$ cat config.mk
export PLATFORM = sky130hd
export DESIGN_NAME = step_conditioner
export DESIGN_NICKNAME = d
export VERILOG_FILES = /design/src/rtl/step_conditioner.sv
export SDC_FILE = /design/constraint.sdc
export NUM_CORES = 1
export LEC_CHECK = 0
export ABC_AREA = 0
export CAP_MARGIN = 30
export CELL_PAD_IN_SITES_DETAIL_PLACEMENT = 0
export CELL_PAD_IN_SITES_GLOBAL_PLACEMENT = 1
export CORE_ASPECT_RATIO = 0.7
export CORE_UTILIZATION = 35
export DETAILED_ROUTE_END_ITERATION = 10
export GPL_ROUTABILITY_DRIVEN = 0
export GPL_TIMING_DRIVEN = 0
export PLACE_DENSITY_LB_ADDON = 0.1
export SETUP_SLACK_MARGIN = 0.1
export SLEW_MARGIN = 5
export SYNTH_ARGS = -nofsm -noshare
export SYNTH_HDL_FRONTEND = slang
export SYNTH_SLANG_ARGS = --single-unit
export TNS_END_PERCENT = 1
$ cat constraint.sdc
create_clock -name clk -period 2.6 [get_ports clk]
set_input_delay 0.39 -clock clk [delete_from_list [all_inputs] [get_ports clk]]
set_output_delay 0.39 -clock clk [all_outputs]
set_load 0.01 [all_outputs]
$ cat src/rtl/step_conditioner.sv
// step_conditioner: synchronizes and debounces a raw button on a divided tick, emitting level, rise and tick.
// Define STEP_AUTO_REPEAT_EN to re-pulse rise every REPEAT ticks while the button stays held.
module step_conditioner #(
  parameter int DIV    = 50_000,
  parameter int STABLE = 4,
  parameter int REPEAT = 8
) (
  input  logic clk,
  input  logic rst,
  input  logic raw,
  output logic tick,
  output logic level,
  output logic rise
);
  localparam int DW = (DIV > 1) ? $clog2(DIV) : 1;
  localparam int CW = $clog2(STABLE) + 1;
  typedef enum logic [1:0] {IDLE, ARM1, HIGH, ARM0} state_t;
  if (DIV < 2 || STABLE < 2 || REPEAT < 1) begin : g_bad_param
    $error("step_conditioner: DIV and STABLE must be >= 2, REPEAT >= 1");
  end
  logic s1_q, s0_q;
  logic [DW-1:0] div_cnt_q, div_cnt_d;
  logic tick_q, tick_d;
  state_t state_q, state_d;
  logic [CW-1:0] cnt_q, cnt_d;
  logic level_q, level_d, rise_q, rise_d;
`ifdef STEP_AUTO_REPEAT_EN
  localparam int RW = $clog2(REPEAT) + 1;
  logic [RW-1:0] rpt_q, rpt_d;
`endif
  always_comb begin
    div_cnt_d = (div_cnt_q == DW'(DIV - 1)) ? '0 : div_cnt_q + 1'b1;
    tick_d = (div_cnt_q == DW'(DIV - 1));
    state_d = state_q;
    cnt_d = cnt_q;
    level_d = level_q;
    rise_d = 1'b0;
`ifdef STEP_AUTO_REPEAT_EN
    rpt_d = rpt_q;
`endif
    if (tick_q) begin
      case (state_q)
        IDLE: if (s0_q) begin
          state_d = ARM1;
          cnt_d = CW'(1);
        end
        ARM1: if (!s0_q) begin
          state_d = IDLE;
          cnt_d = '0;
        end else if (cnt_q == CW'(STABLE - 1)) begin
          state_d = HIGH;
          cnt_d = '0;
          level_d = 1'b1;
          rise_d = 1'b1;
`ifdef STEP_AUTO_REPEAT_EN
          rpt_d = '0;
`endif
        end else cnt_d = cnt_q + 1'b1;
        HIGH: if (!s0_q) begin
          state_d = ARM0;
          cnt_d = CW'(1);
        end else begin
`ifdef STEP_AUTO_REPEAT_EN
          rise_d = (rpt_q == RW'(REPEAT - 1));
          rpt_d = (rpt_q == RW'(REPEAT - 1)) ? '0 : rpt_q + 1'b1;
`endif
        end
        ARM0: if (s0_q) begin
          state_d = HIGH;
          cnt_d = '0;
        end else if (cnt_q == CW'(STABLE - 1)) begin
          state_d = IDLE;
          cnt_d = '0;
          level_d = 1'b0;
        end else cnt_d = cnt_q + 1'b1;
        default: state_d = IDLE;
      endcase
    end
  end
  always_ff @(posedge clk or negedge rst) begin
    if (!rst) begin
      s1_q <= 1'b0;
      s0_q <= 1'b0;
      div_cnt_q <= '0;
      tick_q <= 1'b0;
      state_q <= IDLE;
      cnt_q <= '0;
      level_q <= 1'b0;
      rise_q <= 1'b0;
`ifdef STEP_AUTO_REPEAT_EN
      rpt_q <= '0;
`endif
    end else begin
      s1_q <= raw;
      s0_q <= s1_q;
      div_cnt_q <= div_cnt_d;
      tick_q <= tick_d;
      state_q <= state_d;
      cnt_q <= cnt_d;
      level_q <= level_d;
      rise_q <= rise_d;
`ifdef STEP_AUTO_REPEAT_EN
      rpt_q <= rpt_d;
`endif
    end
  end
  assign tick = tick_q;
  assign level = level_q;
  assign rise = rise_q;
endmodule
==> summary.txt <==
Yosys
  – Cells after Synth: 110
  – Distinct cells, synth: 28
  – Warnings from Yosys: 0
  – Post-synth EDFFs: 0
  – Synth top area share: 0.5573
  – Post-Synthesis Net Count: 115
  – Top FF cell, synth: dfrtp_1
  – Largest area contributor in the netlist: dfrtp_1
  – Seq/Total Area, Yosys: 0.5573
  – Post-Syn Area: 1167 sq um
  – Syn_area_per_cell: 10.61 sq um
  – Ranking of synthesized cells by area: dfrtp_1, xor2_1, nand2_1
  – FFs w/ async S/R, synth: 1.000
  – Post-synthesis register bit count: 26

Setup path
  – Worst-path cell chain: ha_1, nand3_4, or3_4, or4_1, a21oi_1
  – CP Data Required Time: 2.80 ns
  – Crit end category: flop
  – Startpoint types: flop
  – Buf/Inv on CP: 0
  – CP Max Fanout: 7
  – Critical path's slowest cell: or4_1
  – Worst Setup SP: div_cnt_q[0]$_DFF_PN0_
  – Crit path DAT: 2.10 ns
  – CP Class: reg -> reg
  – R2R Path Start: div_cnt_q[0]$_DFF_PN0_
  – Critical path's top delay family: simple AND/OR/NAND/NOR gates
  – Crit-path max cell delay: 0.50 ns

GRT
  – GRT Util Overall: 0.1446
  – GRT overflow: 0
  – Pin count of the biggest net entering global routing: 19
  – Initial antenna violation count: 0
  – Vias in the first global route: 805
  – First-pass GRT wire length: 3884 um

Timing
  – Fin crit share: 0.7338
  – Max-slew headroom: 0.5984
  – Worst Tran Pin Value: 0.5991 ns
  – TNS Setup: 0 ns
  – Fmax: 524.1 MHz
  – Final min period: 1.908 ns
  – Pins Over Slew Limit: 0
  – Fin. Hold Viols: 0
  – RSZ-0062 raised after global routing: false
  – Final setup viols: 0
  – Clk_skew: 0.003663 ns

CTS
  – Cts repair resizes: 0
  – Post-CTS Hold Fix Bufs: 0
  – Clk_lat worst skew: 0.27 ns
  – CTS Buffer Depth: 2
  – H-tree levels: 1
  – Setup Fix Bufs, Post-CTS: 0
  – Clock slew seen by the registers of the worst setup and hold paths: 0.09 ns
  – CTS tree: built
  – Num CTS Buffers: 3
  – CTS Sinks: 26
  – Clk root buf: clkbuf_8

Finish
  – Fin nets: 126
  – Antenna diode count: 0
  – Filler instances: 318
  – Most frequent cells in the layout: dfrtp_1, nand2_1, nor2_1
  – Synth-to-layout area growth: 15.43%
  – Design area: 1348 sq um
  – Share of layout cells above drive strength 1: 0.09167
  – Finished Layout Cells: 158
  – Most common cell after layout, fill and taps aside: dfrtp_1

Power and ir drop
  – Combinational share of power: 0.025
  – Lkg Pwr: 0.5964 nW
  – Flop pwr share: 0.595
  – Power Dens Cells: 506.9 nW/um^2
  – Clock Power Share: 0.380
  – Switching part of the total: 0.1976
  – Psw: 0.0001350 W
  – Worst VDD drop: 0.2848 mV
  – P_int: 0.0005481 W

Detailed routing
  – First drt pass iteration count: 6
  – Routed Antenna Nets: 0
  – Mean routed wirelength per cell: 13.80 um
  – Total wire length: 2180 um
  – Vias: 826
  – 1st-iter DRT viols: 28
  – Vias/cell: 5.228
  – DR DRC count: 0

Placement
  – # port buffers: 5
  – DP HPWL: 1545 um
  – Dpl cells: 154
  – DP Area: 1292 sq um

Floorplan
  – Starting Density: 0.3683
  – Core footprint: 3169 sq um
  – Site row count: 17
  – Top-Level Pins: 6
  – Die area: 3574 sq um
  – Die X: 71.03 um
  – Die Y: 50.32 um

Hold path
  – Hold_sp: s1_q$_DFF_PN0_
  – Hold Crit Class: reg -> reg

Job
  – Max cap viols: 0

Outcome
  – Status: complete, no violations
per-layer routing:
layer | global-route usage | vias up | share of wire | wire length [um]
met2 | 0.2099 | 8 | 0.41 | 893
met5 | 0 | - | 0 | 0
met3 | 0.04819 | 2 | 0.035 | 76
met4 | 0.04000 | 0 | 0.0064 | 14
met1 | 0.2054 | 416 | 0.55 | 1196
li1 | - | 400 | - | -
metrics by stage:
| step | util | hold slack (ns) | total power, W | setup slack [ns] |
|---|---|---|---|---|
| 4_1_cts | 0.4252 | 0.3630 | 0.0006977 | 0.6595 |
| 3_5_place_dp | 0.4078 | 0.3418 | 0.0004326 | 0.6919 |
| 3_3_place_gp | 0.3991 | 0.3323 | 0.0004272 | 0.7143 |
| 2_1_floorplan | - | 0.09441 | 0.0004156 | 0.8128 |
| 6_report | 0.4252 | 0.3572 | 0.0006831 | 0.6920 |
| 5_1_grt | 0.4252 | 0.3734 | 0.0007136 | 0.5070 |
worst paths after layout:
check,cells after the start,slack [ns],end
max,5,0.69,div_cnt_q[14]$_DFF_PN0_
min,0,0.36,s0_q$_DFF_PN0_
max reg2reg,5,0.69,div_cnt_q[14]$_DFF_PN0_
min reg2reg,0,0.36,s0_q$_DFF_PN0_
max in group asynchronous,2,1.69,s0_q$_DFF_PN0_
min in group asynchronous,1,0.45,level$_DFFE_PN0P_
power groups by stage:
stage                logic (W)  clock network, W  registers (W)
CTS                  0.0000181          0.000273       0.000406
global placement     0.0000127                 0       0.000415
finish               0.0000173          0.000259       0.000406
floorplan           0.00000117                 0       0.000414
global route         0.0000198          0.000287       0.000407
detailed placement   0.0000180                 0       0.000415
area by class of cell:
type / count / area, sq um / share of cell area
Tap cell: 38 / 47.55 / 0.03528
Inverter: 4 / 15.01 / 0.01114
Buffer: 2 / 8.758 / 0.006500
Clock buffer: 4 / 55.05 / 0.04085
Multi-Input combinational cell: 78 / 493.0 / 0.3658
Sequential cell: 26 / 650.6 / 0.4828
Timing Repair Buffer: 6 / 77.57 / 0.05757
state kept, by name, indices dropped and copies added (netlist names), named ones only:
name	count
level	1
s0_q	1
s1_q	1
rise	1
cnt_q	3
state_q	1
div_cnt_q	16
tick	1
Yosys cell counts, drive strengths merged, types with 2 or more instances:
master and n:
a21oi 2, a31oi 2, dfrtp 26, ha 2, inv 4, nand2 12, nand3 7, nand4 6
nor2 10, nor2b 4, nor3 4, nor3b 2, nor4 2, o21ai 6, xnor2 5, xor2 7
cell families (layout without fill, tap and decap cells):
logic type	count (synthesis)	in the layout	share of synthesized area
flops	26	26	0.5573
compound gates	12	12	0.05788
buf+inv	6	16	0.02035
xor+xnor	12	12	0.09003
simple gates	52	52	0.2529
fa+ha+maj	2	2	0.02143
worst register-to-register path: cells and delay by family (launching register included):
kind	cells	cell delay, ns
AO/OA/AOI/OAI	1	0.14
AND/OR/NAND/NOR	3	1.05
adder cells (fa/ha/maj)	1	0.25
flip-flops	1	0.40
Note: power is estimated with default switching activity, not from simulation.
